$ cat src/rtl/shift_pipe_unit_pkg.sv
// Shared constants and op encodings for the shift/rotate pipeline.
package shift_pipe_unit_pkg;

  localparam int WIDTH = 16;
  localparam int CNT_W = 4;

  // Every shift op is executed as a left rotation followed by a zero mask.
  typedef enum logic [1:0] {
    OP_ROL = 2'b00,
    OP_SLL = 2'b01,
    OP_ROR = 2'b10,
    OP_SRL = 2'b11
  } shift_op_e;

endpackage

$ cat src/rtl/rotl16.sv
// 16-bit combinational left rotator.
module rotl16 (
  input  logic [15:0] In,
  input  logic [3:0]  Cnt,
  output logic [15:0] Out
);

  logic [31:0] doubled;

  // Shift a doubled copy left; the upper half is the rotated word.
  always_comb begin
    doubled = {In, In} << Cnt;
    Out     = doubled[31:16];
  end

endmodule

$ cat src/rtl/shift_mask_gen.sv
// Zero mask that turns a left rotation into a logical shift.
module shift_mask_gen
  import shift_pipe_unit_pkg::*;
(
  input  shift_op_e          op,
  input  logic [CNT_W-1:0]   cnt,
  output logic [WIDTH-1:0]   mask
);

  localparam logic [WIDTH-1:0] ONES = '1;

  // Rotates keep every bit; SLL clears the low cnt bits, SRL the high cnt bits.
  // cnt = 0 naturally yields all ones for the shift ops.
  always_comb begin
    mask = ONES;
    case (op)
      OP_SLL:  mask = ONES << cnt;
      OP_SRL:  mask = ONES >> cnt;
      default: mask = ONES;
    endcase
  end

endmodule

$ cat src/rtl/shift_pipe_unit.sv
// Two-stage 16-bit shift/rotate unit: S1 holds the request, S2 holds the result.
module shift_pipe_unit
  import shift_pipe_unit_pkg::*;
(
  input  logic              clk,
  input  logic              rst,
  input  logic              flush,
  input  logic              in_valid,
  output logic              in_ready,
  input  logic [WIDTH-1:0]  in_data,
  input  logic [CNT_W-1:0]  in_cnt,
  input  logic [1:0]        in_op,
  output logic              out_valid,
  input  logic              out_ready,
  output logic [WIDTH-1:0]  out_data,
  output logic              out_zero,
  output logic              busy
);

  // Handshake: a transfer happens on a rising edge where valid && ready.
  // in_ready depends only on stage state, out_ready and flush (never on
  // in_valid); out_valid/out_data/out_zero are held until out_ready is seen.

  logic              s1_valid;
  logic [WIDTH-1:0]  s1_data;
  logic [CNT_W-1:0]  s1_cnt;
  shift_op_e         s1_op;

  logic              s2_valid;
  logic [WIDTH-1:0]  s2_data;
  logic              s2_zero;

  logic              adv2;
  logic              accept;
  logic              load2;
  logic [CNT_W-1:0]  rot;
  logic [WIDTH-1:0]  rv;
  logic [WIDTH-1:0]  mask;
  logic [WIDTH-1:0]  result;

  assign adv2     = !s2_valid || out_ready;
  assign in_ready = (!s1_valid || adv2) && !flush;
  assign accept   = in_valid && in_ready;
  assign load2    = s1_valid && adv2;

  // Right-going ops become a left rotation by (16 - cnt) mod 16.
  always_comb begin
    rot = s1_cnt;
    if (s1_op == OP_ROR || s1_op == OP_SRL) begin
      rot = ~s1_cnt + 1'b1;
    end
  end

  rotl16 u_rot (
    .In  (s1_data),
    .Cnt (rot),
    .Out (rv)
  );

  shift_mask_gen u_mask (
    .op   (s1_op),
    .cnt  (s1_cnt),
    .mask (mask)
  );

  assign result = rv & mask;

  // Pipeline registers: flush kills both stages and wins over any advance.
  always_ff @(posedge clk or posedge rst) begin
    if (rst) begin
      s1_valid <= 1'b0;
      s1_data  <= '0;
      s1_cnt   <= '0;
      s1_op    <= OP_ROL;
      s2_valid <= 1'b0;
      s2_data  <= '0;
      s2_zero  <= 1'b1;
    end else if (flush) begin
      s1_valid <= 1'b0;
      s2_valid <= 1'b0;
    end else begin
      if (adv2) begin
        s2_valid <= s1_valid;
      end
      if (load2) begin
        s2_data <= result;
        s2_zero <= (result == '0);
      end
      if (accept) begin
        s1_valid <= 1'b1;
        s1_data  <= in_data;
        s1_cnt   <= in_cnt;
        s1_op    <= shift_op_e'(in_op);
      end else if (adv2) begin
        s1_valid <= 1'b0;
      end
    end
  end

  assign out_valid = s2_valid;
  assign out_data  = s2_data;
  assign out_zero  = s2_zero;
  assign busy      = s1_valid || s2_valid;

endmodule

$ cat config.mk
export PLATFORM = sky130hd
export DESIGN_NAME = shift_pipe_unit
export DESIGN_NICKNAME = d
export VERILOG_FILES = /design/src/rtl/shift_pipe_unit_pkg.sv /design/src/rtl/rotl16.sv /design/src/rtl/shift_mask_gen.sv /design/src/rtl/shift_pipe_unit.sv
export SDC_FILE = /design/constraint.sdc
export NUM_CORES = 1
export LEC_CHECK = 0
export CAP_MARGIN = 5
export CORE_MARGIN = 5
export CORE_UTILIZATION = 45
export CTS_BUF_LIST = sky130_fd_sc_hd__clkbuf_8 sky130_fd_sc_hd__clkbuf_16
export DETAILED_ROUTE_END_ITERATION = 6
export MAX_ROUTING_LAYER = met4
export PLACE_DENSITY_LB_ADDON = 0.1
export SLEW_MARGIN = 20
export SYNTH_ARGS = -nofsm -noshare
export SYNTH_HDL_FRONTEND = slang
export SYNTH_SLANG_ARGS = --single-unit
$ cat constraint.sdc
create_clock -name clk -period 4.3 [get_ports clk]
set_input_delay 0.86 -clock clk [delete_from_list [all_inputs] [get_ports clk]]
set_output_delay 0.86 -clock clk [all_outputs]
set_load 0.1 [all_outputs]
# Word-level counts from Yosys, hierarchy flattened
# Index checks and enable logic that the tools add are counted.
[word_totals] regBits=41 in_bits=27 output_inout_bits=20
[op_classes] addsub=1 eq_ne=3 shift=3 n_mux=7 n_bitwise=3 n_reduce_logical=15
[ops] op="$pmux W16 S2" count=1
[ops] op="$shl A32 B4 Y32" count=1
[ops] op="$and A16 B16 Y16" count=1
[ops] op="$logic_not A16 Y1" count=1
[ops] op="$shl A16 B4 Y16 const A" count=1
[ops] op="$shr A16 B4 Y16 const A" count=1
[ops] op="$mux W1" count=5
[ops] op="$add A4 B1 Y4 const B" count=1
[ops] op="$eq A2 B2 Y1 const B" count=2
[ops] op="$logic_or A1 B1 Y1" count=4
[ops] op="$mux W4" count=1
[ops] op="$not A4 Y4" count=1
[ops] op="$reduce_and A2 Y1" count=2
[ops] op="$logic_and A1 B1 Y1" count=3
[ops] op="$logic_not A1 Y1" count=3
[ops] op="$reduce_bool A3 Y1" count=1
[ops] op="$eq A2 B1 Y1 const B" count=1
[ops] op="$reduce_bool A2 Y1" count=1
[ops] op="$not A1 Y1" count=1

# Longest topological paths before layout
[logic_depth] ltp_word=7 depth_mapped=13

# By module
# From an unflattened synthesis, not the netlist that was laid out.
[hier_totals] hier_cells=228 hier_area_um2=3012.9
[modules_own_cells] mod="shift_pipe_unit" instances=1 cells_each=143 area_each_um2=1828.0 seq_area_each_um2=1027.2
[modules_own_cells] mod="rotl16" instances=1 cells_each=40 area_each_um2=824.5 seq_area_each_um2=0.0
[modules_own_cells] mod="shift_mask_gen" instances=1 cells_each=45 area_each_um2=360.3 seq_area_each_um2=0.0

# Worst setup path before layout
# No wires, ideal clock.
[synth_path] path_kind="register -> register" start="reg s2_valid, in the netlist out_valid" end="reg s1_cnt[0]" setup_ns=0.125 arrival_time_ns=3.488 required_ns=4.175 setup_slack_ns=0.687 path_stages_with_launch=6 path_buffers=1 period_less_slack_ns=3.613 path_cell_list="dfrtp_1 nor2b_1 a21oi_1 nand2_1 buf_1 mux2_2"
[synth_between] elab_chain_cells=6
[synth_rtl] item="from (decl)" line="shift_pipe_unit.sv:29" text="logic s2_valid;"
[synth_rtl] item="from (signal assigned)" line="shift_pipe_unit.sv:83" text="s2_valid <= s1_valid;"
[synth_rtl] item="$logic_not A1 Y1" line="shift_pipe_unit.sv:41" text="assign adv2 = !s2_valid || out_ready;"
[synth_rtl] item="$logic_or A1 B1 Y1" line="shift_pipe_unit.sv:41"
[synth_rtl] item="$logic_or A1 B1 Y1" line="shift_pipe_unit.sv:42" text="assign in_ready = (!s1_valid || adv2) && !flush;"
[synth_rtl] item="$logic_and A1 B1 Y1" line="shift_pipe_unit.sv:42"
[synth_rtl] item="named net in_ready" line="shift_pipe_unit.sv:9" text="output logic in_ready,"
[synth_rtl] item="$logic_and A1 B1 Y1" line="shift_pipe_unit.sv:43" text="assign accept = in_valid && in_ready;"
[synth_rtl] item="$reduce_and A2 Y1 (no line)"
[synth_rtl] item="to (signal assigned)" line="shift_pipe_unit.sv:92" text="s1_cnt <= in_cnt;"
[synth_rtl] item="to (decl)" line="shift_pipe_unit.sv:26" text="logic [CNT_W-1:0] s1_cnt;"
# The timed path passes the listed nets, and every way through them passes these cells.
# A chain may end at the register's enable or synchronous reset.

# Final worst setup path
[layout_path] start="reg s1_cnt[0]" end="reg s2_zero, in the netlist out_zero"
[layout_between] elab_chain_cells=6 elab_cells_between_ends=9 classes_between="add/sub: 1; shift: 3; mux: 2; bitwise: 2; reduce/logical: 1"
[layout_rtl] item="$not A4 Y4" line="shift_pipe_unit.sv:50" text="rot = ~s1_cnt + 1'b1;"
[layout_rtl] item="$add A4 B1 Y4" line="shift_pipe_unit.sv:50"
[layout_rtl] item="$mux W4" line="shift_pipe_unit.sv:49" text="if (s1_op == OP_ROR || s1_op == OP_SRL) begin"
[layout_rtl] item="$shl A32 B4 Y32" line="rotl16.sv:12" text="doubled = {In, In} << Cnt;"
[layout_rtl] item="$and A16 B16 Y16 (*)" line="shift_pipe_unit.sv:66" text="assign result = rv & mask;"
[layout_rtl] item="$logic_not A16 Y1 (*)" line="shift_pipe_unit.sv:87" text="s2_zero <= (result == '0);"
[layout_rtl] item="to (signal assigned)" line="shift_pipe_unit.sv:87"
[layout_rtl] item="to (decl)" line="shift_pipe_unit.sv:31" text="logic s2_zero;"
# Every way passes the cells marked *; elsewhere a longest branch is shown, timed or not.

==> flow_results.org <==
** Outcome
- The flow ran to the end, and the final reports show no timing, DRC or antenna violations.

** Route
- The detailed router finished its first iteration with 365 violations.
- Number of optimization iterations in the first detailed-route pass :: 7
- Post-DRT Antenna Nets :: 0
- Total detailed-routing wirelength :: 7.21 mm
- Average detailed-routed wire length per instance :: 18.6 um
- Using the TritonRoute via totals, the vias-per-cell ratio works out to 6.12.
- After detailed routing, the number of remaining DRC violations is 0.
- DR vias :: 2375

** Worst setup path
- For the worst setup path, the data required time is 4.50 ns.
- Reg2reg path depth :: 11
- Worst reg2reg setup slack :: 0.65 ns
- Critical R2R Launch :: s1_cnt[0]
- The most critical setup path has its startpoint at s1_cnt[0].
- The worst setup path is captured at a flip-flop.
- In this run the critical register-to-register path is captured at out_zero.
- Of all nets on the critical path, the largest fanout is 16.
- Crit Path Class :: reg2reg
- Data arrives at the worst endpoint at 3.85 ns.
- The worst setup path is launched from a flip-flop.
- Timing endpoint of the critical path :: out_zero

** CTS
- Clock tree synthesis found a total of 41 sinks.
- Post-CTS Hold Fix Bufs :: 0
- TritonCTS built the clock tree.
- Clock tree synthesis inserted a total of 5 buffers.
- The number of setup buffers added after CTS is 0.
- After clock tree synthesis, the clock-pin slew on the worst setup and hold paths is 0.08 ns.
- H-tree depth reported by CTS :: 2
- Cts repair resizes :: 0
- Clk Latency, worst-skew pair :: 0.30 ns
- Buffer type at the clock tree root :: sky130_fd_sc_hd__clkbuf_8
- In this run the deepest clock path goes through 2 buffers.

** Run
- Count of maximum capacitance violations :: 0

** Place
- After legalization and detailed placement, the total HPWL measured 5.40 mm.
- Routability-driven placement finished with a final weighted congestion of 0.959.
- Summing all placed instances gives a cell area of 3310 sq um.
- Input and output buffers added on the ports amount to 46.
- Placement Setup Slack :: 0.628 ns

** Synth
- Summing every instance area after synthesis gives 2800 sq um.
- During synthesis, Yosys emitted a total of 0 warnings.
- Distinct cell type count after synthesis :: 45
- Simple-gate area share of the yosys netlist :: 0.118
- Synthesized-area fraction occupied by adder cells :: 0.0179
- By area, the combinational part of the netlist is dominated by multiplexers.
- Post-synthesis compound-gate area fraction :: 0.178
- Post-synth net total :: 302
- In this run, synthesis produced a sequential element count of 41.
- Avg Synthesized Cell Area :: 10.3 sq um
- Synthesis produced a netlist whose cell count is 271.
- Multiplexer share of the synthesized area :: 0.266
- Of the total synthesized cell area, the portion taken by XOR and XNOR cells is 0.00625.
- Of the synthesized area, sequential elements account for 0.367.

** Power and ir drop
- VDD IR-drop max :: 0.527 mV
- Leak Pwr :: 0.00136 uW
- P per Cell Area :: 691 nW/um^2

** Layout
- FF+latch area :: 1030 sq um
- Fillers :: 520
- Final-stage net count :: 343
- # diodes :: 0
- Multi-input gate area :: 1640 sq um
- Area added between synthesis and finish :: 22.4%
- After routing the design area is 3430 sq um.
- Share of layout cells above drive strength 1 :: 0.230

** Timing
- Summed over all failing endpoints, the final setup total negative slack is 0 ns.
- Of the available clock period, the critical path in the final layout requires 0.850.
- Setup repair after global routing missed its margin :: false
- The number of max-slew violations in the final report came to 0.
- Slew at the pin closest to its max-slew limit :: 0.977 ns
- Achievable frequency :: 0.274 GHz
- Final setup fails :: 0
- Once routing completed, OpenROAD measured the worst setup slack at 0.646 ns.
- Worst slew margin :: 0.347
- Counting I/O delays and the setup requirement, the final critical path takes 3.65 ns.
- On the final layout, the worst clock skew is 0.00754 ns.
- The hold violation total from the final report is 0.

** Floorplanning
- 47 I/O pins were placed.
- The total area inside the core boundary comes to 5990 sq um.
- From left edge to right edge, the die measures 88.9 um.
- Placement Rows :: 28
- The initial utilization of the core area, before any placement, comes to 0.468.
- Vertical die dimension :: 88.9 um
- DIE AREA :: 7900 sq um

** GRT
- Initial antenna violation count :: 0
- The via count of the first global-routing pass is 2298.
- Summed over all layers, the global routing overflow is 0.
- Entering global routing, the biggest net connects 30 pins.
- The first global-routing pass estimated 11.9 mm of wire.
- Global routing usage summed across all routing layers :: 0.201

** Worst hold path
- The worst hold path belongs to the class reg2reg.
## flip-flops by register name, summed over array words and instances, names as in the netlist
| signal | cells |
|---|---|
| s1_cnt | 4 |
| out_data | 16 |
| s1_data | 16 |
| s1_valid | 1 |
| out_zero | 1 |
| s1_op | 2 |
| out_valid | 1 |
## cell usage after synthesis (all sizes together)
| library cell | instances | share of area |
|---|---|---|
| a2111oi | 1 | 0.0054 |
| a211o | 1 | 0.0031 |
| a21boi | 2 | 0.0054 |
| a21o | 5 | 0.013 |
| a21oi | 9 | 0.016 |
| a222oi | 6 | 0.021 |
| a22o | 2 | 0.0063 |
| a22oi | 2 | 0.0054 |
| a32o | 2 | 0.0071 |
| a41oi | 5 | 0.016 |
| and2 | 2 | 0.0045 |
| and3 | 1 | 0.0022 |
| buf | 8 | 0.020 |
| clkbuf | 12 | 0.016 |
| clkinv | 1 | 0.0013 |
| dfrtp | 40 | 0.36 |
| dfstp | 1 | 0.0094 |
| ha | 4 | 0.018 |
| inv | 7 | 0.010 |
| mux2 | 32 | 0.13 |
| mux2i | 2 | 0.0085 |
| mux4 | 16 | 0.13 |
| nand2 | 25 | 0.033 |
| nand2b | 1 | 0.0022 |
| nand3 | 20 | 0.036 |
| nand4 | 3 | 0.0067 |
| nor2 | 14 | 0.019 |
| nor2b | 1 | 0.0022 |
| nor3 | 1 | 0.0018 |
| o21ai | 33 | 0.059 |
| o22ai | 3 | 0.0067 |
| o311ai | 1 | 0.0031 |
| o31ai | 1 | 0.0045 |
| o41ai | 1 | 0.0058 |
| or2 | 2 | 0.0045 |
| or3b | 1 | 0.0031 |
| or4 | 1 | 0.0027 |
| xnor2 | 2 | 0.0063 |
## report_power, final
part	total (uW)	switching (uW)	internal, uW
sequential	585	98.8	486
clock	325	138	187
combinational	1460	977	483
total	2370	1210	1160
## cell families (layout without fill, tap and decap cells)
kind of cell	after synthesis	after routing
AO/OA/AOI/OAI	74	74
AND/OR/NAND/NOR	72	72
multiplexers	50	50
flip-flops	41	41
buffers and inverters	28	70
adder cells (fa/ha/maj)	4	4
XOR/XNOR	2	2
## worst min-delay path by stage
stage	startpoint	end	slack [ns]	cells after the start
after global routing	out_zero	out_zero	0.51	2
after detailed placement	out_data[6]	out_data[6]	0.47	2
after floorplan	s1_valid	out_valid	0.52	2
final	out_data[6]	out_data[6]	0.48	2
after global placement	out_data[6]	out_data[6]	0.46	2
after CTS	out_data[6]	out_data[6]	0.49	2
## critical path, cell delays in order (launching register included)
cell and delay (ns):
sky130_fd_sc_hd__dfrtp_1 0.62, sky130_fd_sc_hd__inv_4 0.18, sky130_fd_sc_hd__ha_1 0.26, sky130_fd_sc_hd__ha_1 0.28
sky130_fd_sc_hd__mux2i_2 0.14, sky130_fd_sc_hd__buf_4 0.26, sky130_fd_sc_hd__mux4_2 0.58, sky130_fd_sc_hd__nand3_1 0.11
sky130_fd_sc_hd__a41oi_1 0.16, sky130_fd_sc_hd__a2111oi_2 0.40, sky130_fd_sc_hd__nand4_1 0.18, sky130_fd_sc_hd__o41ai_2 0.37
## through the flow
stage          cells  hold WS (ns)   util  power (uW)
2_1_floorplan    271         0.518      -        1690
3_3_place_gp     380         0.462  0.553        2040
3_5_place_dp     380         0.470  0.553        2050
4_1_cts          388         0.489  0.572        2380
5_1_grt          388         0.514  0.572        2500
6_report         388         0.479  0.572        2370
## layer usage
layer | vias up | GRT usage | part of all wire
met5 | - | - | 0
met1 | 1153 | 0.264 | 0.42
met2 | 99 | 0.322 | 0.50
met4 | 0 | 0.0618 | 0.014
li1 | 1112 | - | -
met3 | 11 | 0.0313 | 0.063
## layout by cell type (no fill, tap or decap), types with 7 or more instances in the layout
cell                               n
sky130_fd_sc_hd__nor2_1           14
sky130_fd_sc_hd__dfrtp_1          40
sky130_fd_sc_hd__nand2_1          25
sky130_fd_sc_hd__buf_4             9
sky130_fd_sc_hd__mux2_2           32
sky130_fd_sc_hd__nand3_1          20
sky130_fd_sc_hd__clkdlybuf4s50_1  45
sky130_fd_sc_hd__inv_1             7
sky130_fd_sc_hd__a21oi_1           9
sky130_fd_sc_hd__o21ai_0          32
sky130_fd_sc_hd__mux4_2           16
## final cells by class
type                    count  area share
flip-flops and latches     41       0.300
clock buffers               6      0.0241
well taps                  75      0.0274
repair buffers             54       0.151
multi-input cells         202       0.479
clock inverters             2     0.00985
inverters                   8     0.00949
(Power assumes the default switching activity.)
